<file path="config.mk">
export PLATFORM = sky130hd
export DESIGN_NAME = text_writer_flat
export DESIGN_NICKNAME = d
export VERILOG_FILES = /design/src/rtl/text_writer_if.sv /design/src/rtl/text_writer.sv /design/src/flat_wrapper.sv
export SDC_FILE = /design/constraint.sdc
export NUM_CORES = 1
export LEC_CHECK = 0
export BUFFER_PORTS_ARGS = -buffer_cell sky130_fd_sc_hd__buf_4
export CELL_PAD_IN_SITES_DETAIL_PLACEMENT = 1
export CELL_PAD_IN_SITES_GLOBAL_PLACEMENT = 2
export CORE_MARGIN = 4
export CORE_UTILIZATION = 30
export CTS_CLUSTER_DIAMETER = 200
export DETAILED_ROUTE_END_ITERATION = 10
export HOLD_SLACK_MARGIN = 0.08
export MAX_ROUTING_LAYER = met4
export PLACE_DENSITY_LB_ADDON = 0.1
export RECOVER_POWER = 25
export SLEW_MARGIN = 20
export SYNTH_ARGS = -nofsm -noshare
export SYNTH_HDL_FRONTEND = slang
export SYNTH_SLANG_ARGS = --single-unit
</file>
<file path="constraint.sdc">
create_clock -name clk -period 2.5 [get_ports clk]
set_input_delay 0.25 -clock clk [delete_from_list [all_inputs] [get_ports clk]]
set_output_delay 0.25 -clock clk [all_outputs]
set_load 0.03 [all_outputs]
</file>
<file path="src/rtl/text_writer_if.sv">
// text_writer_if: groups the byte-stream handshake and the text memory
// port A write bus used by text_writer.
//   char_data/char_valid/char_ready : ASCII byte stream, valid/ready handshake
//   mem_we/mem_addr/mem_din         : text memory port A write side
// Modports:
//   master : byte source side (drives the stream, observes the rest)
//   slave  : text_writer side (consumes the stream, drives port A)
interface text_writer_if #(
    parameter int ADDR_W = 12
) ();
    logic [7:0]        char_data;
    logic              char_valid;
    logic              char_ready;
    logic              mem_we;
    logic [ADDR_W-1:0] mem_addr;
    logic [7:0]        mem_din;

    modport master (
        output char_data, char_valid,
        input  char_ready, mem_we, mem_addr, mem_din
    );

    modport slave (
        input  char_data, char_valid,
        output char_ready, mem_we, mem_addr, mem_din
    );
endinterface

</file>
<file path="src/rtl/text_writer.sv">
// text_writer: write-side agent for the COLS x ROWS character text memory.
// Accepts ASCII bytes over a valid/ready handshake, interprets a small
// terminal control set (CR, LF, TAB, BS, FF), keeps a cursor and writes
// printable bytes at row*COLS+col. FF (and optionally reset) runs a
// full-screen clear that writes FILL_CHAR to every cell.
// Ports:
//   clk, rst    : system clock, synchronous active-high reset
//   bus         : text_writer_if.slave (byte stream in, port A write bus out)
//   cursor_col  : current cursor column, 0..COLS-1
//   cursor_row  : current cursor row, 0..ROWS-1
//   busy        : clear sequence in progress
// All outputs are registered.
module text_writer #(
    parameter int         COLS           = 80,
    parameter int         ROWS           = 30,
    parameter int         ADDR_W         = 12,
    parameter logic [7:0] FILL_CHAR      = 8'h20,
    parameter bit         CLEAR_ON_RESET = 1'b1
) (
    input  logic       clk,
    input  logic       rst,
    text_writer_if.slave bus,
    output logic [6:0] cursor_col,
    output logic [4:0] cursor_row,
    output logic       busy
);
    typedef enum logic {
        IDLE  = 1'b0,
        CLEAR = 1'b1
    } state_e;

    localparam int     TOTAL     = COLS * ROWS;
    localparam state_e RST_STATE = CLEAR_ON_RESET ? CLEAR : IDLE;

    state_e            state_q, state_d;
    logic [ADDR_W-1:0] cnt_q, cnt_d;
    logic [6:0]        col_q, col_d;
    logic [4:0]        row_q, row_d;
    logic              we_q, we_d;
    logic [ADDR_W-1:0] addr_q, addr_d;
    logic [7:0]        din_q, din_d;
    logic              ready_q, ready_d;
    logic              busy_q, busy_d;

    logic              accept;
    logic [ADDR_W-1:0] lin_addr;
    logic [4:0]        row_inc;
    logic [7:0]        tab_col;

    // Full-width multiply so row*COLS never truncates before the add.
    assign lin_addr = ADDR_W'(row_q) * ADDR_W'(COLS) + ADDR_W'(col_q);
    assign row_inc  = (row_q == 5'(ROWS - 1)) ? '0 : row_q + 5'd1;
    assign tab_col  = ({1'b0, col_q} | 8'd7) + 8'd1;
    assign accept   = ready_q && bus.char_valid;

    always_comb begin
        state_d = state_q;
        cnt_d   = cnt_q;
        col_d   = col_q;
        row_d   = row_q;
        we_d    = 1'b0;
        addr_d  = addr_q;
        din_d   = din_q;

        case (state_q)
            IDLE: begin
                if (accept) begin
                    if (bus.char_data >= 8'h20 && bus.char_data <= 8'h7E) begin
                        we_d   = 1'b1;
                        addr_d = lin_addr;
                        din_d  = bus.char_data;
                        if (col_q == 7'(COLS - 1)) begin
                            col_d = '0;
                            row_d = row_inc;
                        end else begin
                            col_d = col_q + 7'd1;
                        end
                    end else begin
                        case (bus.char_data)
                            8'h0D: col_d = '0;
                            8'h0A: begin
                                col_d = '0;
                                row_d = row_inc;
                            end
                            8'h09: begin
                                if (tab_col >= 8'(COLS)) begin
                                    col_d = '0;
                                    row_d = row_inc;
                                end else begin
                                    col_d = tab_col[6:0];
                                end
                            end
                            8'h08: begin
                                // Erase the cell left of the cursor; no reverse row wrap.
                                if (col_q != '0) begin
                                    col_d  = col_q - 7'd1;
                                    we_d   = 1'b1;
                                    addr_d = lin_addr - ADDR_W'(1);
                                    din_d  = FILL_CHAR;
                                end
                            end
                            8'h0C: begin
                                col_d   = '0;
                                row_d   = '0;
                                cnt_d   = '0;
                                state_d = CLEAR;
                            end
                            default: ;
                        endcase
                    end
                end
            end
            CLEAR: begin
                we_d   = 1'b1;
                addr_d = cnt_q;
                din_d  = FILL_CHAR;
                if (cnt_q == ADDR_W'(TOTAL - 1)) begin
                    state_d = IDLE;
                end else begin
                    cnt_d = cnt_q + ADDR_W'(1);
                end
            end
            default: state_d = IDLE;
        endcase

        ready_d = (state_d == IDLE);
        busy_d  = (state_d == CLEAR);
    end

    always_ff @(posedge clk) begin
        if (rst) begin
            state_q <= RST_STATE;
            cnt_q   <= '0;
            col_q   <= '0;
            row_q   <= '0;
            we_q    <= 1'b0;
            addr_q  <= '0;
            din_q   <= '0;
            ready_q <= (RST_STATE == IDLE);
            busy_q  <= (RST_STATE == CLEAR);
        end else begin
            state_q <= state_d;
            cnt_q   <= cnt_d;
            col_q   <= col_d;
            row_q   <= row_d;
            we_q    <= we_d;
            addr_q  <= addr_d;
            din_q   <= din_d;
            ready_q <= ready_d;
            busy_q  <= busy_d;
        end
    end

    assign bus.char_ready = ready_q;
    assign bus.mem_we     = we_q;
    assign bus.mem_addr   = addr_q;
    assign bus.mem_din    = din_q;
    assign cursor_col     = col_q;
    assign cursor_row     = row_q;
    assign busy           = busy_q;
endmodule
</file>
<file path="src/flat_wrapper.sv">
// flat-port wrapper written by rule: the top's interface ports become plain ports
module text_writer_flat 
#(
    parameter int         COLS           = 80,
    parameter int         ROWS           = 30,
    parameter int         ADDR_W         = 12,
    parameter logic [7:0] FILL_CHAR      = 8'h20,
    parameter bit         CLEAR_ON_RESET = 1'b1
)
  (clk, rst, cursor_col, cursor_row, busy, bus_char_data, bus_char_valid, bus_char_ready, bus_mem_we, bus_mem_addr, bus_mem_din);
  text_writer_if #(.ADDR_W(ADDR_W)) bus_i ();
  input  logic clk;
  input  logic rst;
  output logic [6:0] cursor_col;
  output logic [4:0] cursor_row;
  output logic busy;
  input wire logic [$bits(bus_i.char_data)-1:0] bus_char_data;
  input wire logic [$bits(bus_i.char_valid)-1:0] bus_char_valid;
  output wire logic [$bits(bus_i.char_ready)-1:0] bus_char_ready;
  output wire logic [$bits(bus_i.mem_we)-1:0] bus_mem_we;
  output wire logic [$bits(bus_i.mem_addr)-1:0] bus_mem_addr;
  output wire logic [$bits(bus_i.mem_din)-1:0] bus_mem_din;
  assign bus_i.char_data = bus_char_data;
  assign bus_i.char_valid = bus_char_valid;
  assign bus_char_ready = bus_i.char_ready;
  assign bus_mem_we = bus_i.mem_we;
  assign bus_mem_addr = bus_i.mem_addr;
  assign bus_mem_din = bus_i.mem_din;
  text_writer #(.COLS(COLS), .ROWS(ROWS), .ADDR_W(ADDR_W), .FILL_CHAR(FILL_CHAR), .CLEAR_ON_RESET(CLEAR_ON_RESET)) u_core (.clk(clk), .rst(rst), .bus(bus_i), .cursor_col(cursor_col), .cursor_row(cursor_row), .busy(busy));
endmodule
</file>
==> metrics.txt <==
# TYPE chip_impl_metric gauge
chip_impl_info{name="violations_in_the_final_reports",value="negative setup slack"} 1
chip_impl_metric{name="initial_antenna_violation_count",unit=""} 0
chip_impl_info{name="timing.critical_path.to_type",value="flop"} 1
chip_impl_metric{name="final-hold-violation-count",unit=""} 0
chip_impl_metric{name="finalWorstSetupSlack",unit="ns"} -0.0208
chip_impl_metric{name="cp_data_required_time",unit="ns"} 2.72
chip_impl_metric{name="synth_fp_nets",unit=""} 417
chip_impl_metric{name="asyncSetResetFlopFracSynth",unit="%"} 0
chip_impl_info{name="holdCritStartpoint",value="bus_char_data[0]"} 1
chip_impl_metric{name="tritoncts_buffers",unit=""} 5
chip_impl_metric{name="timing.max_slew.rel_slack",unit="%"} 55.7
chip_impl_info{name="timing.rr.start",value="u_core.cursor_row[3]"} 1
chip_impl_metric{name="power.sequential.fraction",unit="%"} 50.7
chip_impl_metric{name="number_of_sinks_driven_by_the_clock_tree",unit=""} 47
chip_impl_metric{name="postSynthCellCount",unit=""} 385
chip_impl_metric{name="track_usage",unit="%"} 18.4
chip_impl_metric{name="via_count",unit=""} 3110
chip_impl_metric{name="multi_input_comb_area",unit="sq um"} 2160
chip_impl_metric{name="place.detailed.hpwl",unit="mm"} 8.05
chip_impl_metric{name="synth.yosys.seq_area_share",unit="%"} 30.4
chip_impl_metric{name="final_setup_tns",unit="ns"} -0.0208
chip_impl_metric{name="drc",unit=""} 0
chip_impl_metric{name="critical_path_arrival",unit="ns"} 2.74
chip_impl_metric{name="drt_first_iter_violations",unit=""} 110
chip_impl_metric{name="power.share.switching",unit="%"} 26.4
chip_impl_metric{name="antennaDiodeCount",unit=""} 0
chip_impl_metric{name="chipHeight",unit="um"} 110
chip_impl_metric{name="start_util",unit="%"} 31.3
chip_impl_metric{name="antenna_violating_nets_post_route",unit=""} 0
chip_impl_info{name="netlist_top_cells_area",value="sky130_fd_sc_hd__dfxtp_1 30%, sky130_fd_sc_hd__ha_1 7.7%, sky130_fd_sc_hd__nor2_1 5.6%"} 1
chip_impl_metric{name="grt.overflow.total",unit=""} 0
chip_impl_metric{name="port_buffers",unit=""} 45
chip_impl_metric{name="core_region_area",unit="sq um"} 9910
chip_impl_metric{name="final.period_utilization",unit="%"} 101
chip_impl_metric{name="synth_edf_count",unit=""} 0
chip_impl_info{name="critical_setup_path_kind",value="flop to flop"} 1
chip_impl_metric{name="intPower",unit="mW"} 1.11
chip_impl_metric{name="setup_violations",unit=""} 1
chip_impl_info{name="timing.critical_path.from_type",value="flop"} 1
chip_impl_metric{name="final_layout_worst_hold_slack",unit="ns"} 0.246
chip_impl_metric{name="switchingPower",unit="mW"} 0.399
chip_impl_info{name="setup_repair_after_global_routing_missed_its_margin",value="yes"} 1
chip_impl_info{name="run_status",value="complete, but fails checks"} 1
chip_impl_info{name="clock_tree_from_tritoncts",value="built"} 1
chip_impl_metric{name="final_nets",unit=""} 481
chip_impl_metric{name="die_w",unit="um"} 110
chip_impl_metric{name="worst_skew_pair_latency",unit="ns"} 0.31
chip_impl_metric{name="vdd_drop_max",unit="V"} 0.000265
chip_impl_metric{name="cts_hold_repair.buffers",unit=""} 0
chip_impl_metric{name="max_cap_violations",unit=""} 0
chip_impl_metric{name="post_synth_instance_area",unit="sq um"} 3100
chip_impl_metric{name="route.detailed.wl_per_inst",unit="um"} 18.5
chip_impl_metric{name="routed_via_density",unit=""} 5.33
chip_impl_metric{name="nFillCells",unit=""} 1197
chip_impl_metric{name="timing.final.crit_period",unit="ns"} 2.52
chip_impl_metric{name="layout.area.seq",unit="sq um"} 955
chip_impl_metric{name="synth-warning-count",unit=""} 0
chip_impl_metric{name="fp-row-count",unit=""} 36
chip_impl_metric{name="worst_setup_hold_path_clk_slew",unit="ns"} 0.11
chip_impl_metric{name="p_per_area",unit="nW/um^2"} 382
chip_impl_metric{name="top_level_ports",unit=""} 46
chip_impl_metric{name="timing.final.max_slew_violations",unit=""} 0
chip_impl_metric{name="area_growth_syn_to_layout",unit="%"} 27.5
chip_impl_metric{name="ys_seq_elements",unit=""} 47
chip_impl_metric{name="timing.critical_path.fanout_max",unit=""} 3
chip_impl_info{name="critical_path.startpoint",value="u_core.cursor_row[3]"} 1
chip_impl_metric{name="clock_tree.htree_level_count",unit=""} 2
chip_impl_info{name="most_frequent_cell_after_synthesis",value="sky130_fd_sc_hd__dfxtp_1"} 1
chip_impl_info{name="synthTopCellsByCount",value="47 x sky130_fd_sc_hd__dfxtp_1, 46 x sky130_fd_sc_hd__nor2_1, 35 x sky130_fd_sc_hd__nand2_1, 19 x sky130_fd_sc_hd__ha_1, 17 x sky130_fd_sc_hd__nor3_1"} 1
chip_impl_metric{name="clock_path_buffers",unit=""} 2
chip_impl_info{name="cts_root_buf",value="sky130_fd_sc_hd__clkbuf_8"} 1
chip_impl_metric{name="drtPass1Iterations",unit=""} 5
chip_impl_metric{name="totalWireLength",unit="mm"} 10.8
chip_impl_metric{name="fmaxAchievable",unit="MHz"} 397
chip_impl_info{name="min_path_type",value="primary input to flop"} 1
chip_impl_metric{name="worstMarginPinSlew",unit="ns"} 0.662
chip_impl_metric{name="leakagePower",unit="nW"} 1.55
chip_impl_info{name="synth_ff_type",value="sky130_fd_sc_hd__dfxtp_1"} 1
chip_impl_metric{name="ys_types",unit=""} 65
chip_impl_metric{name="final_layout_size_suffix_gt1_share",unit="%"} 21.6
chip_impl_metric{name="clock_power_share",unit="%"} 40.6
chip_impl_metric{name="combinationalPowerShare",unit="%"} 8.8
chip_impl_info{name="cell_taking_the_most_area_after_synthesis",value="sky130_fd_sc_hd__dfxtp_1"} 1
chip_impl_metric{name="mean_instance_size_in_the_synthesized_netlist",unit="sq um"} 8.05
chip_impl_metric{name="worst_clock_skew",unit="ns"} 0.00888
chip_impl_metric{name="floorplan.die_area",unit="sq um"} 12000
chip_impl_metric{name="gp_congestion",unit=""} 0.776
chip_impl_metric{name="grt_first_pass_wirelength",unit="mm"} 16.9
chip_impl_metric{name="synth_largest_type_area_fraction",unit="%"} 30.4
chip_impl_metric{name="vias_in_the_first_global_route",unit=""} 3133
chip_impl_metric{name="maximum_number_of_pins_on_one_net_before_global_route_repair",unit=""} 44
-- stage by stage --
| stage | util, % | power, mW | instances | area, sq um | setup WS (ns) |
|---|---|---|---|---|---|
| floorplan | - | 0.856 | 385 | 3150 | 0.00373 |
| global placement | 38.3 | 0.910 | 573 | 3790 | 0.0945 |
| detailed placement | 38.3 | 0.913 | 573 | 3790 | -0.0332 |
| CTS | 39.5 | 1.53 | 582 | 3920 | 0.00431 |
| global route | 39.9 | 1.56 | 583 | 3950 | -0.0975 |
| finish | 39.9 | 1.51 | 583 | 3950 | -0.0208 |
-- final timing paths --
path / slack [ns] / endpoint / cells past startpoint
setup / recovery: -0.02 / u_core.bus.mem_addr[9] / 9
hold / removal: 0.25 / u_core.bus.mem_din[0] / 3
setup reg to reg: -0.02 / u_core.bus.mem_addr[9] / 9
hold reg to reg: 0.46 / u_core.bus.mem_addr[2] / 2
-- critical path, stage by stage (launching register included) --
cell                        delay (ns)
sky130_fd_sc_hd__dfxtp_4          0.36
sky130_fd_sc_hd__ha_4             0.25
sky130_fd_sc_hd__ha_4             0.16
sky130_fd_sc_hd__fa_2             0.54
sky130_fd_sc_hd__nand2_2          0.07
sky130_fd_sc_hd__nor3_4           0.21
sky130_fd_sc_hd__xnor2_2          0.14
sky130_fd_sc_hd__nand4_1          0.17
sky130_fd_sc_hd__nor2b_4          0.17
sky130_fd_sc_hd__a2111oi_2        0.35
-- flip-flops by register name (all words and copies together) (netlist names) --
| name | count |
|---|---|
| u_core.state_q | 1 |
| u_core.bus.mem_din | 8 |
| u_core.bus.mem_we | 1 |
| u_core.cursor_col | 7 |
| u_core.cursor_row | 5 |
| u_core.bus.char_ready | 1 |
| u_core.bus.mem_addr | 12 |
| u_core.cnt_q | 12 |
-- area by class of cell --
type,count,share of cell area [%]
inverter,14,1.33
sequential,47,24.2
multi-input combinational,306,54.7
clock inverter,3,1.14
timing repair buffer,75,12.7
tap,133,4.21
clock buffer,5,1.74
-- repair_timing --
action                     in CTS  in global routing
pin swaps                       1                  9
setup endpoints to repair       1                  6
hold endpoints to repair        0                  0
setup buffers                   1                  2
gates resized for setup         0                 17
-- layout by cell type (no fill, tap or decap), types with 5 or more instances in the layout --
master / instances
sky130_fd_sc_hd__buf_4: 54
sky130_fd_sc_hd__nor2_1: 46
sky130_fd_sc_hd__dfxtp_1: 40
sky130_fd_sc_hd__nand2_1: 34
sky130_fd_sc_hd__clkbuf_1: 20
sky130_fd_sc_hd__nand3_1: 16
sky130_fd_sc_hd__ha_1: 16
sky130_fd_sc_hd__a21oi_1: 15
sky130_fd_sc_hd__inv_1: 14
sky130_fd_sc_hd__nor3_1: 14
sky130_fd_sc_hd__xnor2_1: 12
sky130_fd_sc_hd__nand4_1: 10
sky130_fd_sc_hd__xor2_1: 10
sky130_fd_sc_hd__a22oi_1: 8
sky130_fd_sc_hd__o21ai_0: 8
sky130_fd_sc_hd__a31oi_1: 7
sky130_fd_sc_hd__and3_1: 6
sky130_fd_sc_hd__o21a_1: 5
sky130_fd_sc_hd__or3_1: 5
sky130_fd_sc_hd__clkbuf_8: 5
sky130_fd_sc_hd__dfxtp_2: 5
-- cell families (layout without fill, tap and decap cells) --
group	after synthesis	count (layout)	synth area share, %
AOI/OAI and AO/OA	88	88	20.3
xor gates and xnor gates	25	25	7.07
adders and majority gates	21	21	8.97
buffers and inverters	32	97	4.28
DFF	47	47	30.4
muxes	5	5	1.66
and+or+nand+nor	167	167	27.3
-- power by group through the flow --
| stage | sequential [mW] | combinational [mW] | clock (mW) |
|---|---|---|---|
| 2_1_floorplan | 0.787 | 0.0685 | 0 |
| 3_3_place_gp | 0.781 | 0.129 | 0 |
| 3_5_place_dp | 0.781 | 0.132 | 0 |
| 4_1_cts | 0.764 | 0.132 | 0.631 |
| 5_1_grt | 0.765 | 0.144 | 0.652 |
| 6_report | 0.764 | 0.132 | 0.612 |
-- layer usage --
layer / global-route usage [%] / vias up / share of wire, %
li1: - / 1538 / -
met1: 24.5 / 1532 / 48
met2: 29.8 / 34 / 49
met3: 2.29 / 6 / 2.3
met4: 4.19 / 0 / 0.93
met5: - / - / 0
Power figures use the tool's default switching activity.
